File: src/rtl/box_v_sum_pipelined.sv
// Vertical box-sum filter: sums a TAPS-tall single-column pixel window through a registered adder tree.
// Latency 1 + $clog2(TAPS) enabled cycles, plus 1 more when BOX_V_MEAN_EN is defined.
// Backpressure: en_i=0 freezes every stage, including valid, so the outputs hold.
//
// Optional feature macro: BOX_V_MEAN_EN (adds a rounding mean stage; data_o becomes DATA_W wide).
// Ports:
//   clk_i, rst_i        clock, synchronous active-high reset
//   window_i            TAPS pixels, index 0 = top row
//   col_i, row_i        window-centre coordinates, carried alongside the data
//   valid_i, en_i       sample qualifier, pipeline advance
//   data_o              column sum (or mean); col_o/row_o/valid_o aligned with it
module box_v_sum_pipelined #(
  parameter  int DATA_W = 10,
  parameter  int TAPS   = 3,
  localparam int LEVELS = $clog2(TAPS),
  localparam int SUM_W  = DATA_W + $clog2(TAPS),
`ifdef BOX_V_MEAN_EN
  localparam int OUT_W  = DATA_W
`else
  localparam int OUT_W  = SUM_W
`endif
) (
  input  logic                         clk_i,
  input  logic                         rst_i,
  input  logic [TAPS-1:0][DATA_W-1:0]  window_i,
  input  logic [15:0]                  col_i,
  input  logic [15:0]                  row_i,
  input  logic                         valid_i,
  input  logic                         en_i,
  output logic [OUT_W-1:0]             data_o,
  output logic [15:0]                  col_o,
  output logic [15:0]                  row_o,
  output logic                         valid_o
);

  // Number of live elements at tree level k (level 0 = registered window).
  function automatic int lvl_cnt(input int k);
    return (TAPS + (1 << k) - 1) >> k;
  endfunction

  // Every element is kept SUM_W wide; the tree bounds guarantee no overflow.
  // The array is 2*TAPS wide so the pair reads 2j/2j+1 always stay in range;
  // slots past the live count are held at zero.
  logic [SUM_W-1:0] tree_q  [LEVELS+1][2*TAPS];
  logic [15:0]      col_q   [LEVELS+1];
  logic [15:0]      row_q   [LEVELS+1];
  logic             valid_q [LEVELS+1];

  always_ff @(posedge clk_i) begin
    if (rst_i) begin
      for (int k = 0; k <= LEVELS; k++) begin
        for (int j = 0; j < 2*TAPS; j++) tree_q[k][j] <= '0;
        col_q[k]   <= '0;
        row_q[k]   <= '0;
        valid_q[k] <= 1'b0;
      end
    end else if (en_i) begin
      // Stage 0: capture the window and its sideband.
      for (int j = 0; j < TAPS; j++)          tree_q[0][j] <= SUM_W'(window_i[j]);
      for (int j = TAPS; j < 2*TAPS; j++)     tree_q[0][j] <= '0;
      col_q[0]   <= col_i;
      row_q[0]   <= row_i;
      valid_q[0] <= valid_i;

      // Tree levels: pairwise add; an odd trailing element passes through.
      for (int k = 1; k <= LEVELS; k++) begin
        for (int j = 0; j < TAPS; j++) begin
          if (2*j + 1 < lvl_cnt(k-1))
            tree_q[k][j] <= tree_q[k-1][2*j] + tree_q[k-1][2*j+1];
          else if (2*j < lvl_cnt(k-1))
            tree_q[k][j] <= tree_q[k-1][2*j];
          else
            tree_q[k][j] <= '0;
        end
        for (int j = TAPS; j < 2*TAPS; j++) tree_q[k][j] <= '0;
        col_q[k]   <= col_q[k-1];
        row_q[k]   <= row_q[k-1];
        valid_q[k] <= valid_q[k-1];
      end
    end
  end

`ifdef BOX_V_MEAN_EN
  // Mean = (sum * round(2^16/TAPS) + 2^15) >> 16, clamped to the pixel range.
  localparam int          PW    = SUM_W + 18;
  localparam logic [16:0] RECIP = 17'(((1 << 17) / TAPS + 1) / 2);
  localparam logic [PW-1:0] PIX_MAX = PW'((1 << DATA_W) - 1);

  logic [PW-1:0]     prod_c;
  logic [PW-1:0]     scaled_c;
  logic [DATA_W-1:0] mean_c;

  always_comb begin
    prod_c   = PW'(tree_q[LEVELS][0]) * PW'(RECIP) + PW'(32768);
    scaled_c = prod_c >> 16;
    mean_c   = (scaled_c > PIX_MAX) ? PIX_MAX[DATA_W-1:0] : scaled_c[DATA_W-1:0];
  end

  logic [DATA_W-1:0] mean_q;
  logic [15:0]       col_m_q;
  logic [15:0]       row_m_q;
  logic              valid_m_q;

  always_ff @(posedge clk_i) begin
    if (rst_i) begin
      mean_q    <= '0;
      col_m_q   <= '0;
      row_m_q   <= '0;
      valid_m_q <= 1'b0;
    end else if (en_i) begin
      mean_q    <= mean_c;
      col_m_q   <= col_q[LEVELS];
      row_m_q   <= row_q[LEVELS];
      valid_m_q <= valid_q[LEVELS];
    end
  end

  assign data_o  = mean_q;
  assign col_o   = col_m_q;
  assign row_o   = row_m_q;
  assign valid_o = valid_m_q;
`else
  assign data_o  = tree_q[LEVELS][0];
  assign col_o   = col_q[LEVELS];
  assign row_o   = row_q[LEVELS];
  assign valid_o = valid_q[LEVELS];
`endif

endmodule

File: config.mk
export PLATFORM = sky130hd
export DESIGN_NAME = box_v_sum_pipelined
export DESIGN_NICKNAME = d
export VERILOG_FILES = /design/src/rtl/box_v_sum_pipelined.sv
export SDC_FILE = /design/constraint.sdc
export NUM_CORES = 1
export LEC_CHECK = 0
export ABC_AREA = 1
export CORE_AREA = 8 8 133 147
export DETAILED_ROUTE_END_ITERATION = 7
export DIE_AREA = 0 0 141 155
export GPL_TIMING_DRIVEN = 0
export PLACE_DENSITY = 0.67
export SYNTH_ARGS = -nofsm -noshare
export SYNTH_HDL_FRONTEND = slang
export SYNTH_SLANG_ARGS = --single-unit
export TNS_END_PERCENT = 5
File: constraint.sdc
create_clock -name clk_i -period 3.7 [get_ports clk_i]
set_input_delay 0.925 -clock clk_i [delete_from_list [all_inputs] [get_ports clk_i]]
set_output_delay 0.925 -clock clk_i [all_outputs]
set_load 0.03 [all_outputs]
==> run metrics <==
TritonRoute pass-1 iters=4; GRT Residual Overflow=0; post-synth top area share=between 60% and 70%; endpoints failing setup=0; die width=141 um; Post-Route WL=around 13 mm; maximum fanout along the worst path=1; vias after detailed routing=between 4000 and 5000; EDFF count, synth=162; met3 GRT Util=3.034%; type of destination of the critical path=primary output; cts hold-fix bufs=0; total of max-cap violations=0; IO Port Bufs=110; drt initial violations=192; met1 usage=13.91%; worst hold endpoint=row_q[0][25]; Reg2Reg Depth=9; post-CTS sizing=0; outcome=finished clean; syn_area_per_cell=between 10 and 15 um^2; count leader, synth=inv_1; root buf cell=clkbuf_16; final-stage net count=roughly 960; FF+latch count, synth=162; DP HPWL=9.607 mm; Die Y=approximately 160 um; hold slack=about 0.54 ns; initial antenna violation count=0; Util after Layout=a little under three fifths; Hold Path Class=flop to flop; share of cells above drive strength 1=a little over a tenth; GR Util met2=22.74%; synth top area cells=edfxtp_1 (64%), inv_1 (9.1%), nor2_1 (8.9%), buf_4 (4.4%), nand2_1 (4.0%); crit path kind=flop to primary output; Most used DFF post-synth=edfxtp_1; final worst path period need=2.459 ns; Leak=approximately 4.4 nW; Yosys top cell by area=edfxtp_1; CTS Buf Count=17; RSZ-0062 raised after global routing=no; Clk pin slew, worst setup/hold paths=roughly 0.070 ns; # rows=51; total placed cells including tap cells=roughly 1100; Layout area overhead=26.93%; Synth Instances=around 740; Cell Pwr Density=468.9 nW/um^2; Worst-Margin Slew=0.6843 ns; Synthesis Warnings=0; register area share after synthesis=about 64%; Worst setup SP type=flop; RD Place Congestion=about 0.84; WHS Path Cells=2; slew margin rel.=54.38%; Reg-to-Reg End=tree_q[0][62]; synthesized area=around 7600 um^2; Final period util=66.46%; Hold Vio Cnt, Final=0; die area=around 22000 um^2; Ports=111; Total Power=4.497 mW; Slew Limit Fails=0; clk_lat worst skew=0.41 ns; Most Crowded Layer GR=met2; R2R setup slack=1.75 ns; FF-to-FF Start=tree_q[0][10]; non-filler cells, final=1124; first-pass GRT wire length=21.69 mm; highest clock rate=0.4067 GHz; drt wl/cell=11.78 um; core area=~17000 um^2; Synth async-reset ratio=0%; post-CTS setup buffers=0; Arrival @ worst endpoint=1.53 ns; largest net degree at the start of global routing=70; synth cell count leaders=inv_1 (183), nor2_1 (180), edfxtp_1 (162); Worst VDD drop=0.3142 mV; Setup Skew=between 0.005 and 0.006 ns; CTS tree=built; Initial Utilization=43.69%; Unique masters post-synth=21; H-tree depth=4; worst hold start=row_q[0][9]; gr usage total=12.66%; vias in the first global route=4660; Syn Nets=830; CTS Sinks=162; clock buffer depth=2; Critical Path RT=2.77 ns; Final ANT Viol Nets=0; DRC errors left=0; Vias/cell=about 4.2; Ant. Diodes=0
==> how the worst max path moves through the flow <==
stage	startpoint	to	slack [ns]	cells past startpoint
3_5_place_dp	rst_i	col_q[0][11]	0.86	3
3_3_place_gp	rst_i	col_q[0][11]	-0.98	2
5_1_grt	col_q[0][37]	col_o[5]	1.18	2
2_1_floorplan	rst_i	col_q[0][0]	0.34	1
6_report	col_q[0][32]	col_o[0]	1.24	2
4_1_cts	col_q[0][32]	col_o[0]	1.21	2
==> where the power goes <==
part	total [mW]	leakage [nW]	switching, mW	internal, mW
sequential	2.20	1.78	0.0366	2.16
clock	1.73	0.284	0.765	0.961
combinational	0.571	2.33	0.317	0.253
total	4.50	4.39	1.12	3.38
==> layer usage <==
layer	vias to the layer above	share of wire, %
met5	-	0
met4	0	1.6
met3	14	4.9
met2	86	52
met1	2141	41
li1	2506	-
==> state kept, by name, indices dropped and copies added, names as in the netlist <==
signal   flops
tree_q      63
col_q       48
valid_q      3
row_q       48
==> worst max-delay path: stages (launching register included) <==
cell and delay, ns:
edfxtp_1 0.39, buf_4 0.14, clkdlybuf4s50_1 0.59
==> cells by family (layout without fill, tap and decap cells) <==
kind of cell	Yosys count	in the layout	share of synthesized area, %
AOI/OAI and AO/OA	28	28	1.921
xor gates and xnor gates	1	1	0.1159
adders and majority gates	22	22	3.842
buffers and inverters	244	388	15.02
DFF	162	162	64.38
and+or+nand+nor	285	285	14.72
==> cells in the final DEF (no fill, tap or decap) <==
cell	n
inv_1	183
nor2_1	180
edfxtp_1	162
clkdlybuf4s50_1	110
nand2_1	80
buf_4	44
a21oi_1	20
ha_1	20
nand3_1	18
clkbuf_16	17
buf_2	7
inv_6	7
buf_6	6
o21ai_0	5
inv_8	4
clkbuf_1	3
nand4_1	3
o21bai_1	2
nor3_1	2
fa_1	2
clkinvlp_4	2
or2_4	1
nor2_4	1
inv_2	1
xor2_1	1
o21ai_1	1
bufinv_16	1
clkinv_4	1
buf_16	1
buf_12	1
==> area by class of cell <==
type                    count  area [um^2]
repair buffers            112         1149
inverters                 184        690.7
well taps                 238        297.8
flip-flops and latches    162         4865
plain buffers              60        444.2
multi-input cells         336         1559
fillers                  1538         7702
clock buffers              17        425.4
clock inverters            15        160.2
==> through the flow <==
| stage | worst slack (ns) | instance area, um^2 | setup TNS [ns] |
|---|---|---|---|
| global route | 1.177 | 9590 | 0 |
| detailed placement | 0.8646 | 9005 | 0 |
| global placement | -0.9834 | 8955 | -157.88 |
| CTS | 1.206 | 9590 | 0 |
| finish | 1.241 | 9590 | 0 |
| floorplan | 0.3377 | 7556 | 0 |
Power figures use the tool's default switching activity.
